$ cat src/rtl/peripheral_ahb3_pkg.sv
// peripheral_ahb3_pkg: AHB3-Lite encodings shared by the peripheral bridges,
// plus the APB-to-AHB bridge FSM states and strobe-decode result.
package peripheral_ahb3_pkg;
  localparam logic [1:0] HTRANS_IDLE   = 2'b00;
  localparam logic [1:0] HTRANS_BUSY   = 2'b01;
  localparam logic [1:0] HTRANS_NONSEQ = 2'b10;
  localparam logic [1:0] HTRANS_SEQ    = 2'b11;
  localparam logic [2:0] HSIZE_BYTE    = 3'b000;
  localparam logic [2:0] HSIZE_HWORD   = 3'b001;
  localparam logic [2:0] HSIZE_WORD    = 3'b010;
  localparam logic [2:0] HSIZE_DWORD   = 3'b011;
  localparam logic [2:0] HBURST_SINGLE = 3'b000;
  localparam logic       HRESP_OKAY    = 1'b0;
  localparam logic       HRESP_ERROR   = 1'b1;
  typedef enum logic [2:0] {ST_IDLE, ST_ADDR, ST_DATA, ST_RESP, ST_DRAIN} apb2ahb3_state_t;
  typedef struct packed {
    logic [2:0] hsize;
    logic [1:0] offset;
    logic       is_null;
    logic       illegal;
  } apb2ahb3_dec_t;
endpackage

$ cat src/rtl/peripheral_apb2ahb3_strb_decode.sv
// peripheral_apb2ahb3_strb_decode: maps an APB write strobe onto an AHB size and byte offset.
module peripheral_apb2ahb3_strb_decode
  import peripheral_ahb3_pkg::*;
(
  input  logic          pwrite,
  input  logic [3:0]    pstrb,
  output apb2ahb3_dec_t dec
);
  always_comb begin
    dec = '{hsize: HSIZE_WORD, offset: 2'd0, is_null: 1'b0, illegal: 1'b0};
    if (pwrite)
      case (pstrb)
        4'b0000: dec.is_null = 1'b1;
        4'b1111: ;
        4'b0011: dec.hsize = HSIZE_HWORD;
        4'b1100: begin dec.hsize = HSIZE_HWORD; dec.offset = 2'd2; end
        4'b0001: dec.hsize = HSIZE_BYTE;
        4'b0010: begin dec.hsize = HSIZE_BYTE; dec.offset = 2'd1; end
        4'b0100: begin dec.hsize = HSIZE_BYTE; dec.offset = 2'd2; end
        4'b1000: begin dec.hsize = HSIZE_BYTE; dec.offset = 2'd3; end
        default: dec.illegal = 1'b1;
      endcase
  end
endmodule

$ cat src/rtl/peripheral_apb2ahb3.sv
// peripheral_apb2ahb3: APB4 slave to AHB3-Lite master bridge, one SINGLE AHB transfer per APB access.
// Define PERIPHERAL_APB2AHB3_TIMEOUT_EN for the HREADY-low timeout with post-timeout drain.
module peripheral_apb2ahb3
  import peripheral_ahb3_pkg::*;
#(
  parameter int HADDR_SIZE = 32,
  parameter int HDATA_SIZE = 32,
  parameter int PADDR_SIZE = 32,
  parameter int PDATA_SIZE = 32,
  parameter int TIMEOUT    = 255
)(
  input  logic                  HRESETn,
  input  logic                  HCLK,
  input  logic                  PSEL,
  input  logic                  PENABLE,
  input  logic [PADDR_SIZE-1:0] PADDR,
  input  logic                  PWRITE,
  input  logic [PDATA_SIZE-1:0] PWDATA,
  input  logic [3:0]            PSTRB,
  input  logic [2:0]            PPROT,
  output logic [PDATA_SIZE-1:0] PRDATA,
  output logic                  PREADY,
  output logic                  PSLVERR,
  output logic [HADDR_SIZE-1:0] HADDR,
  output logic [HDATA_SIZE-1:0] HWDATA,
  input  logic [HDATA_SIZE-1:0] HRDATA,
  output logic                  HWRITE,
  output logic [2:0]            HSIZE,
  output logic [2:0]            HBURST,
  output logic [3:0]            HPROT,
  output logic [1:0]            HTRANS,
  output logic                  HMASTLOCK,
  input  logic                  HREADY,
  input  logic                  HRESP
);
  apb2ahb3_state_t state, state_nxt;
  apb2ahb3_dec_t dec;
  logic aborted, abort_now, accept, tmo_hit, drain_req, unused_ok;
  logic [PDATA_SIZE-1:0] rd_lane;

  peripheral_apb2ahb3_strb_decode u_dec (.pwrite(PWRITE), .pstrb(PSTRB), .dec(dec));

  assign HBURST    = HBURST_SINGLE;
  assign HMASTLOCK = 1'b0;
  assign abort_now = aborted | ~PSEL;
  assign rd_lane   = (HDATA_SIZE == 64 && HADDR[2]) ? HRDATA[HDATA_SIZE-1 -: PDATA_SIZE] : HRDATA[PDATA_SIZE-1:0];
  assign unused_ok = ^{PPROT[1], PADDR[1:0], TIMEOUT[0]};

`ifdef PERIPHERAL_APB2AHB3_TIMEOUT_EN
  localparam int CW = TIMEOUT > 255 ? $clog2(TIMEOUT + 1) : 8;
  logic [CW-1:0] cnt;
  logic timed_out, held;
  // held remembers an APB access that arrived while draining, so it is taken in IDLE despite PENABLE=1
  assign tmo_hit   = (state == ST_ADDR || state == ST_DATA) && !HREADY && cnt == CW'(TIMEOUT - 1);
  assign accept    = PSEL & (~PENABLE | held);
  assign drain_req = timed_out & ~HREADY;
  always_ff @(posedge HCLK or negedge HRESETn)
    if (!HRESETn) begin
      cnt       <= '0;
      timed_out <= 1'b0;
      held      <= 1'b0;
    end else begin
      cnt       <= ((state == ST_ADDR || state == ST_DATA) && !HREADY) ? cnt + 1'b1 : '0;
      timed_out <= tmo_hit ? 1'b1 : (state == ST_IDLE) ? 1'b0 : timed_out;
      held      <= (state == ST_DRAIN) ? (held | PSEL) : (state == ST_IDLE) ? 1'b0 : held;
    end
`else
  assign tmo_hit   = 1'b0;
  assign accept    = PSEL & ~PENABLE;
  assign drain_req = 1'b0;
`endif

  always_ff @(posedge HCLK or negedge HRESETn)
    if (!HRESETn) state <= ST_IDLE;
    else state <= state_nxt;

  always_comb begin
    state_nxt = state;
    case (state)
      ST_IDLE: if (accept) state_nxt = (dec.is_null || dec.illegal) ? ST_RESP : ST_ADDR;
      ST_ADDR: state_nxt = tmo_hit ? (abort_now ? ST_DRAIN : ST_RESP) : HREADY ? ST_DATA : ST_ADDR;
      ST_DATA: state_nxt = tmo_hit ? (abort_now ? ST_DRAIN : ST_RESP) : HREADY ? (abort_now ? ST_IDLE : ST_RESP) : ST_DATA;
      ST_RESP: state_nxt = drain_req ? ST_DRAIN : ST_IDLE;
      default: state_nxt = HREADY ? ST_IDLE : ST_DRAIN;
    endcase
  end

  always_comb begin
    PREADY = state == ST_RESP;
    HTRANS = (state == ST_ADDR) ? HTRANS_NONSEQ : HTRANS_IDLE;
  end

  always_ff @(posedge HCLK or negedge HRESETn)
    if (!HRESETn) begin
      HADDR   <= '0;
      HWRITE  <= 1'b0;
      HSIZE   <= '0;
      HPROT   <= '0;
      HWDATA  <= '0;
      PSLVERR <= 1'b0;
      PRDATA  <= '0;
      aborted <= 1'b0;
    end else begin
      if (state == ST_IDLE && accept) begin
        HADDR   <= HADDR_SIZE'({PADDR[PADDR_SIZE-1:2], dec.offset});
        HWRITE  <= PWRITE;
        HSIZE   <= dec.hsize;
        HPROT   <= {2'b00, PPROT[0], ~PPROT[2]};
        HWDATA  <= {(HDATA_SIZE/PDATA_SIZE){PWDATA}};
        PSLVERR <= dec.illegal;
        aborted <= 1'b0;
      end
      if (state == ST_ADDR || state == ST_DATA) aborted <= abort_now;
      if (state == ST_DATA && HREADY && !abort_now) begin
        PSLVERR <= HRESP == HRESP_ERROR;
        if (!HWRITE) PRDATA <= rd_lane;
      end
      if (tmo_hit) PSLVERR <= 1'b1;
    end
endmodule

$ cat config.mk
export PLATFORM = sky130hd
export DESIGN_NAME = peripheral_apb2ahb3
export DESIGN_NICKNAME = d
export VERILOG_FILES = /design/src/rtl/peripheral_ahb3_pkg.sv /design/src/rtl/peripheral_apb2ahb3_strb_decode.sv /design/src/rtl/peripheral_apb2ahb3.sv
export SDC_FILE = /design/constraint.sdc
export NUM_CORES = 1
export LEC_CHECK = 0
export BUFFER_PORTS_ARGS = -buffer_cell sky130_fd_sc_hd__clkbuf_2
export CORE_UTILIZATION = 49
export CTS_CLUSTER_DIAMETER = 200
export DETAILED_ROUTE_END_ITERATION = 12
export PLACE_DENSITY = 0.86
export SLEW_MARGIN = 0
export SYNTH_ARGS = -nofsm -noshare
export SYNTH_HDL_FRONTEND = slang
export SYNTH_HIERARCHICAL = 1
export SYNTH_SLANG_ARGS = --single-unit
$ cat constraint.sdc
create_clock -name HCLK -period 3.4 [get_ports HCLK]
set_input_delay 0.51 -clock HCLK [delete_from_list [all_inputs] [get_ports HCLK]]
set_output_delay 0.51 -clock HCLK [all_outputs]
set_load 0.01 [all_outputs]
==> impl_metrics.py, run 1 <==
metrics = {
    "outcome": {
        "status": "finished, final reports clean",
    },
    "critical_path": {
        "critical_path_class": "reg -> reg",
        "r2r_end": "PRDATA[1]",
        "slowest_delay_ns": 0.62,
        "r2r_cells": 4,
        "crit_fanout": 32,
        "cp-start-kind": "flip-flop",
        "rr_startpoint": "state[2]",
        "crit_arrival_ns": 2.46,
        "critPathSlowestCell": "or4b_4",
        "crit_chain": "or4b_4, nor3_4, buf_4, mux2_2",
        "end_kind": "flip-flop",
        "crit_buf_inv": 1,
        "crit_required_ns": 3.65,
        "r2r_slack_ns": 1.19,
        "path_delay_family": "simple AND/OR/NAND/NOR gates",
    },
    "layout": {
        "final_core_util": 0.650,
        "layout-drive-gt1-share": 0.691,
        "antenna_cells": 0,
        "multi_input_area_um2": 1510,
        "nets": 597,
        "fillers": 678,
        "mostFrequentLayoutCells": "clkbuf_2 (210), dfrtp_1 (107), mux2_2 (91)",
        "layout_commonest_cell": "clkbuf_2",
        "register_area_um2": 2680,
        "syn_to_final_growth_pct": 28.9,
    },
    "floorplanning": {
        "start_util": 0.504,
        "num_io_pins": 222,
        "core_area_um2": 8680,
        "die_x_um": 96.5,
        "die-area_um2": 9310,
        "die_h_um": 96.5,
        "rows": 34,
    },
    "logic_synthesis": {
        "synth_area_um2": 4380,
        "syn_inst": 277,
        "synth.ff_latch_count": 107,
        "synth-edff-count": 0,
        "synth_top_flop_cell": "dfrtp_1",
        "seq_area_frac_synth": 0.612,
        "synthArstFlopShare": 1.00,
        "ys_warn_count": 6,
        "ys_types": 36,
        "synth.avg_cell_area_um2": 15.8,
    },
    "clock_tree": {
        "clock-root-buffer": "clkbuf_8",
        "cts_setup_buffers": 0,
        "clk_path_buf_depth": 2,
        "post_cts_resize_count": 0,
        "cts_tree": "built",
        "clk_latency_ns": 0.36,
        "cts_buffers": 9,
        "cts.sinks": 107,
        "cts_hold_buffers": 0,
        "clkTransAtPathRegs_ns": 0.10,
        "h-tree-depth": 3,
    },
    "detailed_routing": {
        "ant_nets": 0,
        "vias_per_cell": 4.95,
        "drcViolationCount": 0,
        "first_iter_violations": 38,
        "vias": 2972,
        "drt-total-wl_um": 9150,
        "route.detailed.wl_per_inst_um": 15.3,
        "dr.pass1.iters": 4,
    },
    "pwr": {
        "power.static_leakage_nw": 2.89,
        "peakVddDrop_v": 0.000473,
        "pwr_density_cell_nw_per_um2": 848,
    },
    "sta": {
        "whs_ns": 0.234,
        "grt_setup_unrepaired": "false",
        "fin_crit_ns": 2.21,
        "fin_worst_skew_ns": 0.00511,
        "relSlewSlack": 0.453,
        "timing.fmax_mhz": 453,
        "layout_setup_ws_ns": 1.19,
        "period_share": 0.649,
        "tns_ns": 0,
        "setup_viol": 0,
        "worst_pin_slew_ns": 0.820,
        "slew_viol_final": 0,
        "hold_violations": 0,
    },
    "global_routing": {
        "antenna_found_initial": 0,
        "track_usage": 0.190,
        "grt_pass1_vias": 2933,
        "grt_pass1_wl_um": 13500,
        "overflow": 0,
        "grt_max_degree": 71,
    },
    "placed_design": {
        "gp_congestion": 0.750,
        "dp_worst_setup_slack_ns": 1.19,
        "io_buffers": 211,
        "place_hpwl_um": 6850,
    },
    "flow_run": {
        "maxCapViolCount": 0,
    },
    "hold_path": {
        "hold_path_class": "in -> async",
    },
}
==> where the power goes <==
part	total [mW]	internal, mW	leakage, nW	switching (mW)
Combinational	1.79	0.962	1.48	0.824
Sequential	2.18	1.85	1.31	0.336
Clock	0.814	0.355	0.104	0.458
Total	4.78	3.16	2.89	1.62
==> flip-flops by register name, indices dropped and copies added, names as in the netlist <==
signal and count:
HADDR 32, HPROT 2, HSIZE 3, HWDATA 32, HWRITE 1, PRDATA 32
PSLVERR 1, aborted 1, state 3
==> cell usage after synthesis (2+ instances only) <==
master | instances | area, um^2
buf_2 | 2 | 10.0
dfrtp_1 | 107 | 2680
nor3_4 | 2 | 32.5
a21oi_1 | 4 | 20.0
buf_6 | 10 | 113
nor2_1 | 5 | 18.8
inv_1 | 3 | 11.3
mux2_4 | 10 | 150
buf_4 | 8 | 60.1
nand2_1 | 4 | 15.0
and4bb_2 | 2 | 25.0
mux2_2 | 91 | 1020
conb_1 | 2 | 7.51
nor3_1 | 2 | 10.0
a31oi_1 | 2 | 12.5
nor2b_1 | 3 | 18.8
==> cells by family after synthesis <==
family / count (synthesis) / share of synthesized area
AO/OA/AOI/OAI: 12 / 0.0186
XOR/XNOR: 2 / 0.00400
buffers and inverters: 25 / 0.0486
flip-flops: 107 / 0.612
multiplexers: 102 / 0.271
other: 2 / 0.00172
AND/OR/NAND/NOR: 27 / 0.0446
==> worst max path at each step <==
stage	depth (start not counted)	start	slack, ns	to
2_1_floorplan	4	PSEL	1.54	PRDATA[0]
3_3_place_gp	5	PSEL	1.25	PRDATA[30]
3_5_place_dp	5	PSEL	1.19	PRDATA[1]
4_1_cts	4	state[2]	1.19	PRDATA[1]
5_1_grt	4	state[2]	1.09	PRDATA[6]
6_report	4	state[2]	1.19	PRDATA[1]
==> per-layer routing <==
metal	GRT usage	routed length [um]
met4	0.0772	114
met2	0.349	4780
met3	0.0556	776
met5	0	0
met1	0.203	3480
==> layout make-up <==
class / count / share of cell area
flip-flops and latches: 107 / 0.475
repair buffers: 215 / 0.195
clock inverters: 7 / 0.0146
clock buffers: 9 / 0.0220
inverters: 3 / 0.00200
multi-input cells: 151 / 0.268
well taps: 108 / 0.0240
==> stage by stage <==
step           power [mW]  instance area (um^2)  instances
2_1_floorplan        3.22                  4400        283
3_3_place_gp         3.91                  5430        584
3_5_place_dp         4.02                  5430        584
4_1_cts              4.85                  5640        600
5_1_grt              5.10                  5640        600
6_report             4.78                  5640        600
No activity file was read; power rests on OpenSTA's default activity.
==> run 2: changes to the inputs <==
Settings changed: CORE_UTILIZATION 49 to 41, PLACE_DENSITY 0.86 to 0.77.
Clock period 3.4 ns to 1.8 ns, I/O delays scaled along.
==> impl_metrics.py, run 2 (synthesis results as in run 1) <==
metrics = {
    "pwr": {
        "power.total_mw": 8.96,
        "power.static_leakage_nw": 2.92,
        "peakVddDrop_v": 0.000716,
        "pwr_density_cell_nw_per_um2": 1560,
    },
    "floorplanning": {
        "die-area_um2": 11100,
        "start_util": 0.424,
        "core_area_um2": 10300,
        "num_io_pins": 222,
        "rows": 37,
        "die_h_um": 105,
        "die_x_um": 105,
    },
    "critical_path": {
        "cp-start-kind": "flip-flop",
        "end_kind": "flip-flop",
        "crit_chain": "or4b_4, nor3_4, buf_12, mux2_2",
        "slowest_delay_ns": 0.56,
        "crit_required_ns": 2.05,
        "critical_path_class": "reg -> reg",
        "r2r_slack_ns": -0.05,
        "crit_arrival_ns": 2.10,
        "crit_buf_inv": 1,
        "crit_fanout": 32,
        "path_delay_family": "simple AND/OR/NAND/NOR gates",
        "critPathSlowestCell": "or4b_4",
    },
    "detailed_routing": {
        "drcViolationCount": 0,
        "vias": 2995,
        "ant_nets": 0,
        "vias_per_cell": 4.71,
        "route.detailed.wl_per_inst_um": 14.3,
        "drt-total-wl_um": 9090,
        "first_iter_violations": 106,
        "dr.pass1.iters": 4,
    },
    "clock_tree": {
        "clk_path_buf_depth": 2,
        "cts.sinks": 107,
        "clk_latency_ns": 0.37,
        "cts_buffers": 9,
        "cts_setup_buffers": 0,
        "cts_tree": "built",
        "clock-root-buffer": "clkbuf_8",
        "h-tree-depth": 3,
        "clkTransAtPathRegs_ns": 0.10,
    },
    "sta": {
        "relSlewSlack": 0.623,
        "slew_viol_final": 0,
        "timing.fmax_mhz": 542,
        "fin_worst_skew_ns": 0.0121,
        "grt_setup_unrepaired": "true",
        "hold_violations": 0,
        "setup_viol": 23,
        "fin_crit_ns": 1.85,
        "layout_setup_ws_ns": -0.0462,
        "worst_pin_slew_ns": 0.566,
        "period_share": 1.03,
    },
    "global_routing": {
        "grt_max_degree": 108,
        "track_usage": 0.169,
        "overflow": 0,
        "grt_pass1_vias": 3124,
        "grt_pass1_wl_um": 14800,
        "antenna_found_initial": 0,
    },
    "placed_design": {
        "gp_congestion": 0.852,
        "dp_cells": 619,
        "place_hpwl_um": 6810,
        "io_buffers": 211,
    },
    "layout": {
        "nets": 605,
        "layout-drive-gt1-share": 0.694,
        "largestRegisters": "HADDR (32), HWDATA (32), PRDATA (32)",
        "fillers": 866,
        "mostFrequentLayoutCells": "clkbuf_2 (210), dfrtp_1 (107), mux2_2 (91)",
        "register_area_um2": 2680,
        "final_cells": 636,
        "syn_to_final_growth_pct": 31.4,
        "antenna_cells": 0,
        "multi_input_area_um2": 1510,
        "layout_commonest_cell": "clkbuf_2",
    },
    "outcome": {
        "status": "finished with violations",
        "failed_checks": "negative setup slack",
    },
    "hold_path": {
        "hold_path_class": "in -> reg",
    },
    "flow_run": {
        "maxCapViolCount": 0,
    },
}
[run 2: cell count changes in the layout (fill, tap and decap cells not counted), sizes merged]
| cell | previous run | this run |
|---|---|---|
| clkinv | 1 | 2 |
| bufinv | 1 | 0 |
| inv | 7 | 6 |
| dlygate4sd3 | 0 | 1 |
| clkinvlp | 1 | 2 |
| buf | 5 | 12 |
[run 2: path summary, 6_finish.rpt]
path,start,end,cells past startpoint
setup / recovery,state[2],PRDATA[5],4
hold / removal,PPROT[2],HPROT[0],2
setup reg to reg,state[2],PRDATA[5],4
hold reg to reg,HWDATA[31],HWDATA[31],1
max in group asynchronous,HRESETn,HADDR[31],3
min in group asynchronous,HRESETn,PRDATA[17],3
[run 2: layout make-up]
cell class | instances | area share
clock buffer | 9 | 0.0215
clock inverter | 7 | 0.0102
inverter | 3 | 0.00196
multi-input combinational | 151 | 0.262
sequential | 107 | 0.466
tap | 136 | 0.0296
timing repair buffer | 223 | 0.209
[run 2: power by group]
part | switching [mW] | internal (mW) | total, mW
Combinational | 1.61 | 1.90 | 3.51
Clock | 0.854 | 0.523 | 1.38
Sequential | 0.586 | 3.49 | 4.07
[run 2: layer usage]
layer,routed length (um),share of wire,up-vias,GRT usage
met3,781,0.086,15,0.0538
met1,3590,0.40,1449,0.192
met5,0,0,-,0
li1,-,-,1393,-
met4,181,0.020,0,0.0785
met2,4530,0.50,138,0.290
[run 2: per-stage QoR]
stage	hold WS [ns]	setup slack (ns)	setup TNS, ns	util	area (um^2)
2_1_floorplan	-0.0256	-0.0593	-1.59	-	4400
3_3_place_gp	0.380	0.00225	0	0.538	5560
3_5_place_dp	0.395	-0.0289	-0.351	0.538	5560
4_1_cts	0.0606	-0.0544	-0.945	0.557	5750
5_1_grt	0.0570	-0.117	-2.86	0.557	5750
6_report	0.0772	-0.0462	-0.558	0.557	5750
[run 2: repair_timing]
action,4_1_cts,5_1_grt
gates resized for setup,0,0
hold buffers,1,0
endpoints found under the hold margin,81,0
endpoints found under the setup margin,29,32
==> run 3: changes to the inputs <==
Settings changed: CORE_MARGIN set to 2.
==> impl_metrics.py, run 3 (synthesis results as in run 1) <==
metrics = {
    "outcome": {
        "status": "finished with violations",
        "failed_checks": "negative setup slack",
    },
    "clock_tree": {
        "cts.sinks": 107,
        "cts_setup_buffers": 0,
        "clk_path_buf_depth": 2,
        "cts_tree": "built",
        "clk_latency_ns": 0.37,
        "cts_buffers": 9,
        "clkTransAtPathRegs_ns": 0.10,
        "clock-root-buffer": "clkbuf_8",
        "h-tree-depth": 3,
    },
    "sta": {
        "hold_violations": 0,
        "fin_worst_skew_ns": 0.0163,
        "slew_viol_final": 0,
        "layout_setup_ws_ns": -0.0375,
        "fin_crit_ns": 1.84,
        "period_share": 1.02,
        "tns_ns": -0.422,
        "timing.fmax_mhz": 544,
        "setup_viol": 21,
        "grt_setup_unrepaired": "true",
    },
    "placed_design": {
        "io_buffers": 211,
        "gp_congestion": 0.860,
        "dp_cells": 620,
        "place_hpwl_um": 7360,
        "placed_cell_area_um2": 5580,
    },
    "detailed_routing": {
        "first_iter_violations": 83,
        "route.detailed.wl_per_inst_um": 14.9,
        "ant_nets": 0,
        "drt-total-wl_um": 9510,
        "dr.pass1.iters": 4,
        "drcViolationCount": 0,
        "vias_per_cell": 4.73,
        "vias": 3016,
    },
    "floorplanning": {
        "rows": 37,
        "die_h_um": 107,
        "core_area_um2": 10300,
        "die_x_um": 107,
        "die-area_um2": 11500,
        "num_io_pins": 222,
        "start_util": 0.424,
    },
    "critical_path": {
        "critical_path_class": "reg -> reg",
        "cp-start-kind": "flip-flop",
        "crit_arrival_ns": 2.08,
        "crit_required_ns": 2.05,
        "r2r_slack_ns": -0.04,
        "r2r_end": "PRDATA[6]",
        "end_kind": "flip-flop",
        "rr_startpoint": "state[2]",
        "crit_fanout": 32,
        "r2r_cells": 4,
    },
    "hold_path": {
        "hold_path.startpoint": "PPROT[2]",
        "whs_path_depth": 2,
        "hold_path_class": "in -> reg",
        "holdPathEnd": "HPROT[0]",
    },
    "layout": {
        "syn_to_final_growth_pct": 32.4,
        "final_cells": 637,
        "final_cell_area_um2": 5790,
        "mostFrequentLayoutCells": "clkbuf_2 (210), dfrtp_1 (107), mux2_2 (90)",
        "layout_commonest_cell": "clkbuf_2",
        "nets": 606,
        "layout-drive-gt1-share": 0.693,
        "antenna_cells": 0,
        "largestRegisters": "HADDR (32), HWDATA (32), PRDATA (32)",
    },
    "pwr": {
        "peakVddDrop_v": 0.000847,
        "p_sw_frac": 0.334,
        "p_sw_mw": 3.03,
        "power.static_leakage_nw": 2.95,
        "p_int_mw": 6.06,
        "power_frac_comb": 0.389,
        "clockPowerShare": 0.164,
        "pwr_density_cell_nw_per_um2": 1570,
        "power.total_mw": 9.10,
        "p_seq_frac": 0.447,
    },
    "global_routing": {
        "overflow": 0,
        "antenna_found_initial": 0,
        "grt_pass1_vias": 3181,
        "grt_pass1_wl_um": 15100,
        "grt_max_degree": 48,
        "track_usage": 0.168,
    },
    "flow_run": {
        "maxCapViolCount": 0,
    },
}
[run 3: cell count changes in the layout (fill, tap and decap cells not counted)]
cell,change
clkinv_4,+1
mux2_2,-1
clkbuf_1,+1
inv_6,-1
clkinvlp_4,-2
bufinv_16,+1
mux2_4,+1
buf_12,+1
[run 3: area by class of cell]
| cell class | count | area [um^2] |
|---|---|---|
| Clock inverter | 6 | 73.8 |
| Sequential cell | 107 | 2680 |
| Inverter | 3 | 11.3 |
| Timing Repair Buffer | 224 | 1220 |
| Multi-Input combinational cell | 151 | 1510 |
| Fill cell | 847 | 4530 |
| Tap cell | 136 | 170 |
| Clock buffer | 10 | 128 |
[run 3: timing repair]
item / CTS / global route
setup endpoints to repair: 22 / 32
endpoints found under the hold margin: 28 / 0
resized for setup: 0 / 1
hold buffers: 1 / 0
[run 3: metal layers]
metal  GRT usage  vias up  wire, um
met5           0        -         0
met4      0.0696        0       132
met3      0.0545       12       872
met2       0.281      146      4790
met1       0.198     1466      3710
li1            -     1392         -
[run 3: power by group through the flow]
stage	clock [mW]	combinational [mW]	sequential (mW)
after floorplan	0	1.52	4.57
after CTS	1.55	3.60	4.08
after global placement	0	3.47	4.05
final	1.49	3.54	4.07
after global routing	1.65	3.84	4.22
after detailed placement	0	3.59	4.12
[run 3: worst max-delay path, cell delays in order (launching register included)]
cell,delay [ns]
dfrtp_1,0.39
or4b_4,0.56
nor3_4,0.16
buf_12,0.24
mux2_2,0.37
[run 3: worst max-delay path by stage]
stage / from / cells after the start / to
6_report: state[2] / 4 / PRDATA[6]
5_1_grt: state[2] / 4 / PRDATA[6]
4_1_cts: state[2] / 4 / PRDATA[4]
3_5_place_dp: state[2] / 4 / PRDATA[6]
3_3_place_gp: state[2] / 4 / PRDATA[7]
2_1_floorplan: state[0] / 5 / PRDATA[0]
[run 3: through the flow]
stage	setup slack (ns)	hold slack (ns)	util
final	-0.0375	0.0873	0.561
after global routing	-0.0879	0.0591	0.561
after CTS	-0.0472	0.0613	0.561
after detailed placement	-0.0303	0.239	0.540
after global placement	0.00261	0.219	0.540
after floorplan	-0.0593	-0.0256	-
